File: config.mk
export PLATFORM = sky130hd
export DESIGN_NAME = pulse_rate_meter
export DESIGN_NICKNAME = d
export VERILOG_FILES = /design/src/rtl/pulse_rate_meter.sv
export SDC_FILE = /design/constraint.sdc
export NUM_CORES = 1
export LEC_CHECK = 0
export BUFFER_PORTS_ARGS = -buffer_cell sky130_fd_sc_hd__buf_2
export CAP_MARGIN = 25
export CORE_ASPECT_RATIO = 1.5
export CORE_UTILIZATION = 50
export DETAILED_ROUTE_END_ITERATION = 12
export PLACE_DENSITY = 0.74
export SLEW_MARGIN = 20
export SYNTH_ARGS = -nofsm -noshare
export SYNTH_HDL_FRONTEND = slang
export SYNTH_SLANG_ARGS = --single-unit
File: constraint.sdc
create_clock -name clk -period 2.1 [get_ports clk]
set_input_delay 0.315 -clock clk [delete_from_list [all_inputs] [get_ports clk]]
set_output_delay 0.315 -clock clk [all_outputs]
set_load 0.01 [all_outputs]
File: src/rtl/pulse_rate_meter.sv
// Gated rising-edge counter: counts pulse_in edges over GATE_CYCLES clocks and latches a saturating result.
// Optional peak tracking of completed window counts is built when PULSE_RATE_PEAK_EN is defined.
module pulse_rate_meter #(
  parameter int unsigned GATE_CYCLES = 1000000,
  parameter int unsigned COUNT_WIDTH = 16
) (
  input  logic                   clk,
  input  logic                   reset,
  input  logic                   pulse_in,
  input  logic                   enable,
  output logic [COUNT_WIDTH-1:0] count_out,
  output logic                   count_valid,
  output logic                   overflow,
  output logic                   busy
`ifdef PULSE_RATE_PEAK_EN
  ,
  output logic [COUNT_WIDTH-1:0] peak_out
`endif
);

  localparam int unsigned GW = $clog2(GATE_CYCLES);
  localparam logic [COUNT_WIDTH-1:0] ACC_MAX = '1;
  localparam logic [GW-1:0] LAST_CYCLE = GW'(GATE_CYCLES - 1);

  typedef enum logic {
    S_IDLE = 1'b0,
    S_GATE = 1'b1
  } state_t;

  state_t                 state;
  logic                   prev;
  logic [GW-1:0]          gcnt;
  logic [COUNT_WIDTH-1:0] acc;
  logic                   ovf;

  logic                   rise_c;
  logic                   acc_full_c;
  logic                   final_carry_c;
  logic [COUNT_WIDTH-1:0] final_c;

  // prev resets high so a level already present at reset release is not an edge
  assign rise_c        = pulse_in & ~prev;
  assign acc_full_c    = (acc == ACC_MAX);
  assign final_carry_c = rise_c & acc_full_c;
  assign final_c       = final_carry_c ? ACC_MAX : acc + COUNT_WIDTH'(rise_c);

  always_ff @(posedge clk) begin
    if (reset) begin
      state       <= S_IDLE;
      prev        <= 1'b1;
      gcnt        <= '0;
      acc         <= '0;
      ovf         <= 1'b0;
      count_out   <= '0;
      count_valid <= 1'b0;
      overflow    <= 1'b0;
      busy        <= 1'b0;
`ifdef PULSE_RATE_PEAK_EN
      peak_out    <= '0;
`endif
    end else begin
      prev        <= pulse_in;
      count_valid <= 1'b0;
      case (state)
        S_IDLE: begin
          gcnt <= '0;
          acc  <= '0;
          ovf  <= 1'b0;
          if (enable) begin
            state <= S_GATE;
            busy  <= 1'b1;
          end
        end
        S_GATE: begin
          if (!enable) begin
            // abandoned window: results discarded, published outputs hold
            state <= S_IDLE;
            busy  <= 1'b0;
            gcnt  <= '0;
            acc   <= '0;
            ovf   <= 1'b0;
          end else if (gcnt < LAST_CYCLE) begin
            gcnt <= gcnt + GW'(1);
            if (rise_c) begin
              if (acc_full_c) ovf <= 1'b1;
              else            acc <= acc + COUNT_WIDTH'(1);
            end
          end else begin
            // last gate cycle: publish and roll straight into the next window
            count_out   <= final_c;
            overflow    <= ovf | final_carry_c;
            count_valid <= 1'b1;
            gcnt        <= '0;
            acc         <= '0;
            ovf         <= 1'b0;
`ifdef PULSE_RATE_PEAK_EN
            if (final_c > peak_out) peak_out <= final_c;
`endif
          end
        end
      endcase
    end
  end

endmodule
# After elaboration in Yosys (flattened, before gate mapping)
# Cells that the tools add are included.
# totals
word_cells	50
ff_bits	58
in_bits	4
# op_classes
mux	19
addsub	3
eq_ne	6
magnitude_cmp	1
bitwise	7
reduce_logical	5
# ops
op	count
16-bit 2-to-1 mux	5
20-bit 2-to-1 mux	2
20-bit case mux with 2 select lines	1
16-bit case mux with 2 select lines	1
20-bit by 1-bit adder with 20-bit output (second input constant)	1
20-bit less-than comparator (second input constant)	1
16-bit by 1-bit adder with 16-bit output	1
16-bit by 1-bit adder with 16-bit output (second input constant)	1
16-bit == test (second input constant)	1
4-bit != test (second input constant)	3
1-bit 2-to-1 mux	8
2-bit AND reduction	3
2-bit != test (second input constant)	2
1-bit NOT	4
1-bit case mux with 2 select lines	2
3-bit AND reduction	1
3-bit OR reduction	1
1-bit AND	2
1-bit OR	1

# Logic depth before layout (Yosys ltp)
# Gate-level depths: netlist of run 1.
# depth
ltp_word	6
mapped_depth	9

# Worst setup path before layout of run 1
# OpenSTA, ideal clock, no wires.
# synth_path
kind	input to register
startpoint	input port pulse_in
endpoint	register count_out[14]
stages	9
arrival_ps	2032
setup_ps	91
path_buffers	1
t_required_ps	2009
setup_slack_ps	-23
path_cell_list	nor2b_1 -> buf_1 -> ha_1 -> ha_1 -> nand3_1 -> nor4_1 -> nand3_1 -> xor2_1 -> a311oi_1
# synth_between
elab_chain_len	3
elab_cells_between_ends	4
cone_classes	add/sub (1); mux (1); bitwise (2)
# synth_lines
item	line	rtl
start, declared	9	input logic pulse_in,
1-bit AND (*)	42	assign rise_c = pulse_in & ~prev;
16-bit by 1-bit adder with 16-bit output / 1-bit AND (equally long branches)	45, 44	
16-bit 2-to-1 mux (*)	45	assign final_c = final_carry_c ? ACC_MAX : acc + COUNT_WIDTH'(rise_c);
end signal, assigned	90	count_out <= final_c;
end, declared	11	output logic [COUNT_WIDTH-1:0] count_out,
# Every way passes the cells marked *; elsewhere a longest branch is shown, timed or not.
# A chain may end at the register's enable or synchronous reset.

# Worst setup path after layout of run 1
# layout_path
startpoint	register gcnt[0]
endpoint	register count_out[6]
# layout_between
elab_chain_len	3
# layout_lines
item	line	rtl
start, declared	32	logic [GW-1:0] gcnt;
start signal, assigned	83	gcnt <= gcnt + GW'(1);
20-bit less-than comparator	82	end else if (gcnt < LAST_CYCLE) begin
1-bit NOT (no line)	-	
3-bit AND reduction (no line)	-	
# No other way between the ends.

==> impl_metrics.py, run 1 <==
metrics = {
    "outcome": {
        "status": "finished, final reports clean",
    },
    "placement": {
        "gp_congestion": 0.928,
        "placed_cell_area_mm2": 0.00339,
        "dp.cells": 455,
        "dp_hpwl_mm": 5.44,
        "portBuffers": 22,
    },
    "pwr": {
        "p_switching_uw": 511,
        "power_frac_clock": 0.493,
        "total_power_mw": 2.34,
        "share_seq_of_total_power": 0.475,
        "p_leak_nw": 1.49,
        "p_per_area_mw_per_mm2": 641,
        "sw_frac_of_total": 0.218,
        "power_frac_comb": 0.032,
        "p_int_mw": 1.83,
        "ir_worst_vdd_mv": 0.460,
    },
    "critical_path": {
        "r2r_start": "gcnt[0]$_SDFF_PP0_",
        "cp_data_required_time_ns": 2.34,
        "crit_chain": "ha_1 > and4_4 > a211oi_2 > o21a_2 > buf_4 > or3_4 > o221a_2",
        "critPathSlowestCell": "or3_4",
        "crit_path_end": "count_out[6]$_SDFFE_PP0P_",
        "r2r_slack_ns": 0.07,
        "crit_path_end_kind": "flip-flop",
        "startpoint_type": "flip-flop",
        "path_class": "flip-flop to flip-flop",
        "timing.rr.end": "count_out[6]$_SDFFE_PP0P_",
        "rr_worst_depth": 7,
        "cp_max_fo": 7,
        "startpoint": "gcnt[0]$_SDFF_PP0_",
        "slowest_delay_ns": 0.39,
        "path_delay_family": "simple AND/OR/NAND/NOR gates",
        "worstPathArrival_ns": 2.27,
        "cp_num_cells": 7,
        "critical_path_buf_inv_count": 1,
    },
    "cells_and_area": {
        "antenna_cells": 0,
        "final_nets": 405,
        "instances_no_fill": 471,
        "layout_commonest_cell": "dfxtp_1",
        "layout-drive-gt1-share": 0.287,
        "final_cell_mix": "dfxtp_1 (57), buf_4 (51), nor2_1 (35)",
        "design_area_mm2": 0.00366,
        "area_growth_pct": 26.6,
    },
    "grt": {
        "grt_first_pass_wirelength_mm": 12.1,
        "grt_start_max_net_pins": 20,
        "overflow": 0,
        "antenna_found_initial": 0,
        "track_usage": 0.265,
        "grt_pass1_vias": 2655,
    },
    "floorplanning": {
        "rows": 33,
        "initial_utilization": 0.522,
        "die_area_mm2": 0.00609,
        "die_w_um": 64.1,
        "die_y_um": 95.1,
        "core_area_mm2": 0.00553,
        "num_io_pins": 23,
    },
    "run": {
        "cap_violations": 0,
    },
    "detailed_routing": {
        "post_drt_wl_per_cell_um": 15.4,
        "routed_via_density": 5.68,
        "dr.pass1.iters": 4,
        "route.vias.total": 2674,
        "postRouteAntennaNets": 0,
        "drt_wl_total_mm": 7.26,
        "drc": 0,
        "first_iter_violations": 116,
    },
    "timing": {
        "slew_viol_final": 0,
        "skew_ns": 0.00577,
        "slew_headroom": 0.659,
        "grt_setup_unrepaired": "false",
        "worst_pin_slew_ns": 0.511,
        "fmax_mhz": 493,
        "final_hold_viol_count": 0,
        "final-setup-viol-count": 0,
        "final.setup.tns_ns": 0,
        "min_period_ns": 2.03,
        "fin_crit_sh": 0.967,
        "holdWs_ns": 0.163,
    },
    "synthesis": {
        "synth.top_cell.area_share": 0.402,
        "yosys.area.top_type": "dfxtp_1",
        "synth_area_leaders": "dfxtp_1 (40%), nor2_1 (4.7%), xor2_1 (4.5%), a21oi_1 (4.2%), xnor2_1 (3.9%)",
        "async_reset_ff_frac": 0,
        "synth_xor_area_frac": 0.0849,
        "seq_area_frac_synth": 0.402,
        "synth_edf_count": 0,
        "syn_nets": 340,
        "synth-simple-area-share": 0.239,
        "yosys_warnings": 0,
        "synth_mux_area_frac": 0.00346,
        "ys_ff_latch": 58,
        "synthCells": 331,
        "synth_compound_area_frac": 0.210,
        "synth_area_mm2": 0.00289,
        "synthAdderAreaFrac": 0.0217,
        "synth_top_family_by_area": "simple AND/OR/NAND/NOR gates",
        "syn_avg_cell_area_um2": 8.73,
        "ys.flop_type": "dfxtp_1",
        "synthDistinctLibCells": 50,
    },
    "cts": {
        "cts_buffers": 9,
        "cts_root_buffer": "clkbuf_8",
        "insertion_delay_ns": 0.35,
        "cts.path.max_buffers": 2,
        "cts.clk_slew.worst_paths_ns": 0.06,
        "h-tree-depth": 3,
        "numClockSinks": 58,
        "cts_tree": "built",
    },
    "min_path": {
        "min_path_cells": 2,
        "hp-class": "input pin to flip-flop",
    },
}
[metrics by stage]
| step | util | setup slack, ns |
|---|---|---|
| after floorplan | - | 0.0113 |
| after global routing | 0.661 | 0.000782 |
| final | 0.661 | 0.0700 |
| after CTS | 0.656 | 0.00998 |
| after detailed placement | 0.613 | -0.0813 |
| after global placement | 0.613 | -0.0271 |
[layer usage]
layer  routed length [um]  track usage  vias to the layer above  share of wire
met2                 3860        0.490                       48           0.53
met4                  216        0.140                        0          0.030
li1                     -            -                     1346              -
met5                    0            0                        -              0
met3                  223       0.0622                       19          0.031
met1                 2960        0.274                     1261           0.41
[final cells by class]
cell class | count | area, um^2
Clock inverter | 5 | 77.6
Clock buffer | 11 | 141
Multi-Input combinational cell | 247 | 1660
Tap cell | 70 | 87.6
Inverter | 6 | 22.5
Sequential cell | 58 | 1160
Fill cell | 469 | 1880
Timing Repair Buffer | 74 | 504
[kinds of logic after synthesis]
kind of cell             Yosys count
AO/OA/AOI/OAI                     80
XOR/XNOR                          28
adder cells (fa/ha/maj)            5
buffers and inverters             26
flip-flops                        58
multiplexers                       1
AND/OR/NAND/NOR                  133
[state kept, by name, indices dropped and copies added, names as in the netlist]
signal       flops
acc             16
busy             1
count_out       16
count_valid      1
gcnt            20
overflow         1
ovf              1
prev             1
state            1
[power by group through the flow]
| stage | combinational (mW) | sequential, mW | clock [mW] |
|---|---|---|---|
| after global placement | 0.0710 | 1.14 | 0 |
| after floorplan | 0.0418 | 1.14 | 0 |
| after CTS | 0.0740 | 1.11 | 1.17 |
| final | 0.0746 | 1.11 | 1.16 |
| after detailed placement | 0.0720 | 1.14 | 0 |
| after global routing | 0.0813 | 1.11 | 1.23 |
[worst min path at each step]
stage                              startpoint                   to
after global placement    gcnt[19]$_SDFF_PP0_  gcnt[19]$_SDFF_PP0_
after CTS                            pulse_in      prev$_SDFF_PP1_
after global routing                 pulse_in      prev$_SDFF_PP1_
after floorplan                      pulse_in      prev$_SDFF_PP1_
final                                pulse_in      prev$_SDFF_PP1_
after detailed placement  gcnt[19]$_SDFF_PP0_  gcnt[19]$_SDFF_PP0_
[what timing repair did]
item / 4_1_cts / 5_1_grt
endpoints found under the setup margin: 20 / 50
pin swaps: 0 / 4
hold buffers: 0 / 0
gates resized for setup: 5 / 8
setup buffers: 0 / 0
[cells in the mapped netlist (4+ instances only)]
| library cell | instances |
|---|---|
| inv_1 | 6 |
| nor2_1 | 36 |
| xor2_1 | 15 |
| o21a_1 | 4 |
| nor4_1 | 9 |
| a311oi_1 | 8 |
| nor3_1 | 11 |
| o21ai_0 | 5 |
| and2_1 | 5 |
| o22a_1 | 9 |
| nand4_1 | 6 |
| a21oi_1 | 24 |
| and4_1 | 4 |
| nand3_1 | 14 |
| o221a_2 | 6 |
| buf_2 | 5 |
| xnor2_1 | 13 |
| dfxtp_1 | 58 |
| and3_1 | 10 |
| clkbuf_1 | 10 |
| a31oi_1 | 4 |
| ha_1 | 5 |
| nand2_1 | 24 |
Note: power is estimated with default switching activity, not from simulation.
==> inputs of run 2 (changes only) <==
==> constraint.sdc (replaced) <==
create_clock -name clk -period 2.1 [get_ports clk]
set_input_delay 0.21 -clock clk [delete_from_list [all_inputs] [get_ports clk]]
set_output_delay 0.21 -clock clk [all_outputs]
set_load 0.01 [all_outputs]
==> run 2 against run 1 <==
Final area is 0.38% lower. Sequential share of layout area is 0.086 points higher. Global-route usage about the same. Clock skew increased by 0.0028 ns. Clock power decreased by 15%. Combinational power grew 2%. Routed wire length grew 3.7%. Sequential power is essentially flat.
==> impl_metrics.py, run 2 (same netlist as run 1, synthesis figures left out) <==
metrics = {
    "outcome": {
        "status": "finished, final reports clean",
    },
    "detailed_routing": {
        "drc": 0,
        "routed_via_density": 5.83,
        "post_drt_wl_per_cell_um": 15.9,
        "drt_wl_total_mm": 7.53,
        "first_iter_violations": 182,
        "postRouteAntennaNets": 0,
        "dr.pass1.iters": 4,
        "route.vias.total": 2754,
    },
    "floorplanning": {
        "die_w_um": 64.1,
        "core_area_mm2": 0.00553,
        "num_io_pins": 23,
        "rows": 33,
        "die_area_mm2": 0.00609,
        "die_y_um": 95.1,
        "initial_utilization": 0.522,
    },
    "timing": {
        "min_period_ns": 2.09,
        "final.setup.tns_ns": 0,
        "slew_headroom": 0.617,
        "fmax_mhz": 479,
        "final_hold_viol_count": 0,
        "skew_ns": 0.00858,
        "holdWs_ns": 0.0690,
        "fin_crit_sh": 0.994,
        "slew_viol_final": 0,
        "setup_slack_ns": 0.0128,
        "worst_pin_slew_ns": 0.574,
        "final-setup-viol-count": 0,
    },
    "grt": {
        "grtUsageMet1": 0.257,
        "antenna_found_initial": 0,
        "met3_usage": 0.0586,
        "use_met2": 0.499,
        "grt_pass1_vias": 2640,
        "busiest_layer": "met2",
        "track_usage": 0.265,
        "overflow": 0,
        "grt_start_max_net_pins": 20,
        "grt_first_pass_wirelength_mm": 12.1,
    },
    "pwr": {
        "p_per_area_mw_per_mm2": 597,
        "ir_worst_vdd_mv": 0.428,
        "p_leak_nw": 1.49,
    },
    "placement": {
        "portBuffers": 22,
        "post-place-ws_ns": -0.110,
        "dp_hpwl_mm": 5.63,
        "gp_congestion": 0.905,
        "dp.cells": 455,
    },
    "cts": {
        "postCtsHoldBufs": 0,
        "cts_root_buffer": "clkbuf_8",
        "h-tree-depth": 3,
        "numClockSinks": 58,
        "cts.clk_slew.worst_paths_ns": 0.07,
        "cts_buffers": 9,
        "cts_tree": "built",
        "insertion_delay_ns": 0.34,
        "cts.path.max_buffers": 2,
    },
    "cells_and_area": {
        "final_nets": 407,
        "layout_commonest_cell": "dfxtp_1",
        "layout-drive-gt1-share": 0.289,
        "instances_no_fill": 472,
        "antenna_cells": 0,
        "reg.largest.list": "gcnt (20), acc (16), count_out (16)",
        "area_growth_pct": 26.1,
        "final_cell_mix": "dfxtp_1 (58), buf_4 (54), nor2_1 (35)",
        "largest_reg_flops": 20,
        "top_register": "gcnt",
    },
    "critical_path": {
        "path_class": "flip-flop to flip-flop",
        "cp_max_fo": 6,
        "startpoint_type": "flip-flop",
        "rr_worst_depth": 7,
        "crit_path_end_kind": "flip-flop",
        "worstPathArrival_ns": 2.38,
        "cp_data_required_time_ns": 2.39,
    },
    "min_path": {
        "hp-class": "input pin to flip-flop",
        "min_path_cells": 2,
    },
    "run": {
        "cap_violations": 0,
    },
}
==> run 2: cell type report <==
cell class | count | area (um^2)
Fill cell | 492 | 1890
Multi-Input combinational cell | 247 | 1670
Sequential cell | 58 | 1160
Timing Repair Buffer | 76 | 515
Clock buffer | 13 | 179
Tap cell | 70 | 87.6
Inverter | 6 | 22.5
Clock inverter | 2 | 10.0
==> run 2: final timing paths <==
kind,from,to,slack (ns)
worst max-delay path,gcnt[11]$_SDFF_PP0_,acc[11]$_SDFFE_PP0P_,0.01
worst min-delay path,pulse_in,prev$_SDFF_PP1_,0.07
worst max register to register,gcnt[11]$_SDFF_PP0_,acc[11]$_SDFFE_PP0P_,0.01
worst min register to register,gcnt[19]$_SDFF_PP0_,gcnt[19]$_SDFF_PP0_,0.48
==> run 2: stage by stage <==
| stage | cell area [um^2] | power [mW] | util |
|---|---|---|---|
| 2_1_floorplan | 2890 | 1.18 | - |
| 3_3_place_gp | 3380 | 1.21 | 0.612 |
| 3_5_place_dp | 3380 | 1.21 | 0.612 |
| 4_1_cts | 3600 | 2.19 | 0.650 |
| 5_1_grt | 3640 | 2.25 | 0.659 |
| 6_report | 3640 | 2.17 | 0.659 |
==> run 2: report_power, final <==
| part | leakage [nW] | switching (mW) | total (mW) | internal [mW] |
|---|---|---|---|---|
| combinational | 0.922 | 0.0461 | 0.0760 | 0.0299 |
| clock | 0.101 | 0.438 | 0.984 | 0.546 |
| sequential | 0.468 | 0.00533 | 1.11 | 1.11 |
==> run 2: metal layers <==
layer,vias up,routed length (um)
li1,1352,-
met1,1321,2890
met2,58,4100
met3,23,252
met4,0,287
met5,-,0
==> run 2: repair_timing <==
action	in CTS	in global routing
pin swaps	1	2
gates resized for setup	5	9
endpoints found under the setup margin	19	27
setup buffers	0	2
==> run 2: worst max-delay path, stage by stage (launching register included) <==
cell	delay, ns
dfxtp_1	0.34
or4_4	0.55
a211oi_4	0.24
buf_4	0.18
o211ai_4	0.14
buf_4	0.20
a211oi_1	0.20
o22a_1	0.18
==> inputs of run 3 (changes only) <==
--- a/config.mk
+++ b/config.mk
@@ -7,10 +7,12 @@
 export LEC_CHECK = 0
 export BUFFER_PORTS_ARGS = -buffer_cell sky130_fd_sc_hd__buf_2
 export CAP_MARGIN = 25
+export CELL_PAD_IN_SITES_DETAIL_PLACEMENT = 0
+export CELL_PAD_IN_SITES_GLOBAL_PLACEMENT = 1
 export CORE_ASPECT_RATIO = 1.5
-export CORE_UTILIZATION = 50
+export CORE_UTILIZATION = 41
 export DETAILED_ROUTE_END_ITERATION = 12
-export PLACE_DENSITY = 0.74
+export PLACE_DENSITY = 0.78
 export SLEW_MARGIN = 20
 export SYNTH_ARGS = -nofsm -noshare
 export SYNTH_HDL_FRONTEND = slang
==> run 3 against run 2 <==
The flow now finishes with violations (design-rule violations). Total power rose by 7.6%. Sequential cell count stayed put. Utilization shrank 10 points. Global-route usage fell by 4.6 points. Routed wire length is 3.4% higher. Cell count is 3.4% higher. Final area grew 4.3%. First-iteration DRC count decreased by 23%. Sequential power hardly changed. Combinational power increased by 12%. Critical path depth did not move. Critical path type unchanged.
==> impl_metrics.py, run 3 (same netlist as run 1, synthesis figures left out) <==
metrics = {
    "outcome": {
        "status": "finished, violations left",
        "failed_checks": "design-rule violations",
    },
    "floorplanning": {
        "rows": 37,
        "die_w_um": 70.5,
        "core_area_mm2": 0.00685,
        "initial_utilization": 0.422,
        "die_y_um": 105,
        "num_io_pins": 23,
        "die_area_mm2": 0.00739,
    },
    "timing": {
        "slew_viol_final": 0,
        "skew_ns": 0.0113,
        "fin_crit_sh": 0.978,
        "worst_pin_slew_ns": 0.576,
        "slew_headroom": 0.616,
        "min_period_ns": 2.05,
        "final-setup-viol-count": 0,
        "fmax_mhz": 487,
        "grt_setup_unrepaired": "true",
        "setup_slack_ns": 0.0472,
        "final_hold_viol_count": 0,
        "final.setup.tns_ns": 0,
    },
    "placement": {
        "gp_congestion": 0.909,
        "dp.cells": 468,
        "portBuffers": 22,
        "post-place-ws_ns": -0.0681,
        "dp_hpwl_mm": 5.75,
    },
    "grt": {
        "overflow": 0,
        "grt_pass1_vias": 2652,
        "antenna_found_initial": 0,
        "grt_start_max_net_pins": 19,
        "track_usage": 0.220,
        "grt_first_pass_wirelength_mm": 12.6,
    },
    "cells_and_area": {
        "top_register": "gcnt",
        "final_nets": 414,
        "final_cell_mix": "dfxtp_1 (58), buf_4 (57), nor2_1 (34)",
        "layout-drive-gt1-share": 0.310,
        "area_growth_pct": 31.5,
        "fillers": 652,
        "reg.largest.list": "gcnt (20), acc (16), count_out (16)",
        "instances_no_fill": 488,
        "largest_reg_flops": 20,
        "antenna_cells": 0,
        "layout_commonest_cell": "dfxtp_1",
    },
    "cts": {
        "cts.path.max_buffers": 2,
        "numClockSinks": 58,
        "h-tree-depth": 3,
        "insertion_delay_ns": 0.34,
        "cts_tree": "built",
        "cts_root_buffer": "clkbuf_8",
        "cts.clk_slew.worst_paths_ns": 0.06,
        "cts_buffers": 9,
    },
    "critical_path": {
        "path_class": "flip-flop to flip-flop",
        "startpoint": "gcnt[0]$_SDFF_PP0_",
        "cp_data_required_time_ns": 2.33,
        "startpoint_type": "flip-flop",
        "cp_max_fo": 5,
        "r2r_slack_ns": 0.05,
        "timing.rr.end": "count_out[13]$_SDFFE_PP0P_",
        "crit_path_end": "count_out[13]$_SDFFE_PP0P_",
        "r2r_start": "gcnt[0]$_SDFF_PP0_",
        "rr_worst_depth": 7,
        "worstPathArrival_ns": 2.28,
        "crit_path_end_kind": "flip-flop",
    },
    "detailed_routing": {
        "drt_wl_total_mm": 7.79,
        "route.vias.total": 2753,
        "first_iter_violations": 141,
        "dr.pass1.iters": 8,
        "postRouteAntennaNets": 0,
        "routed_via_density": 5.64,
        "drc": 2,
        "post_drt_wl_per_cell_um": 16.0,
    },
    "run": {
        "cap_violations": 0,
    },
    "pwr": {
        "p_per_area_mw_per_mm2": 616,
        "p_leak_nw": 1.54,
        "ir_worst_vdd_mv": 0.473,
        "total_power_mw": 2.34,
    },
    "min_path": {
        "hp-class": "input pin to flip-flop",
    },
}
-- run 3: final cells by class --
class,instances,area [um^2],share of cell area
Multi-Input combinational cell,247,1710,0.449
Clock buffer,10,138,0.0362
Timing Repair Buffer,83,596,0.157
Sequential cell,58,1160,0.306
Clock inverter,6,80.1,0.0211
Tap cell,78,97.6,0.0257
Inverter,6,22.5,0.00593
-- run 3: where the power goes --
part / switching (mW) / internal (mW) / total [mW] / leakage [nW]
Sequential: 0.00495 / 1.11 / 1.11 / 0.468
Combinational: 0.0501 / 0.0353 / 0.0854 / 0.959
Clock: 0.450 / 0.691 / 1.14 / 0.116
-- run 3: how the worst min path moves through the flow --
stage              from              end  slack (ns)  depth (start not counted)
2_1_floorplan  pulse_in  prev$_SDFF_PP1_        0.32                          1
3_3_place_gp   pulse_in  prev$_SDFF_PP1_        0.41                          2
3_5_place_dp   pulse_in  prev$_SDFF_PP1_        0.41                          2
4_1_cts        pulse_in  prev$_SDFF_PP1_        0.05                          2
5_1_grt        pulse_in  prev$_SDFF_PP1_        0.07                          2
6_report       pulse_in  prev$_SDFF_PP1_        0.06                          2
-- run 3: metal layers --
| metal | track usage | vias to the layer above | wire, um |
|---|---|---|---|
| li1 | - | 1365 | - |
| met3 | 0.0579 | 25 | 226 |
| met2 | 0.386 | 48 | 4060 |
| met1 | 0.241 | 1315 | 3200 |
| met4 | 0.107 | 0 | 297 |
| met5 | 0 | - | 0 |
-- run 3: what timing repair did --
action / CTS / global route
hold buffers: 0 / 0
setup buffers: 0 / 4
gates cloned: 0 / 0
pin swaps: 1 / 6
setup endpoints to repair: 15 / 40
gates resized for setup: 1 / 22
-- run 3: stage by stage --
stage	util	hold WS (ns)	cell area, um^2
floorplan	-	0.317	2890
global placement	0.501	0.408	3430
detailed placement	0.501	0.409	3430
CTS	0.533	0.0517	3650
global route	0.555	0.0670	3800
finish	0.555	0.0626	3800
-- run 3: critical path, cell delays in order, from the launching register on --
cell and delay [ns]:
dfxtp_1 0.34, ha_1 0.16, and4_2 0.28, a211oi_4 0.08, o21a_2 0.26, buf_4 0.16
or3_4 0.40, o221a_2 0.26
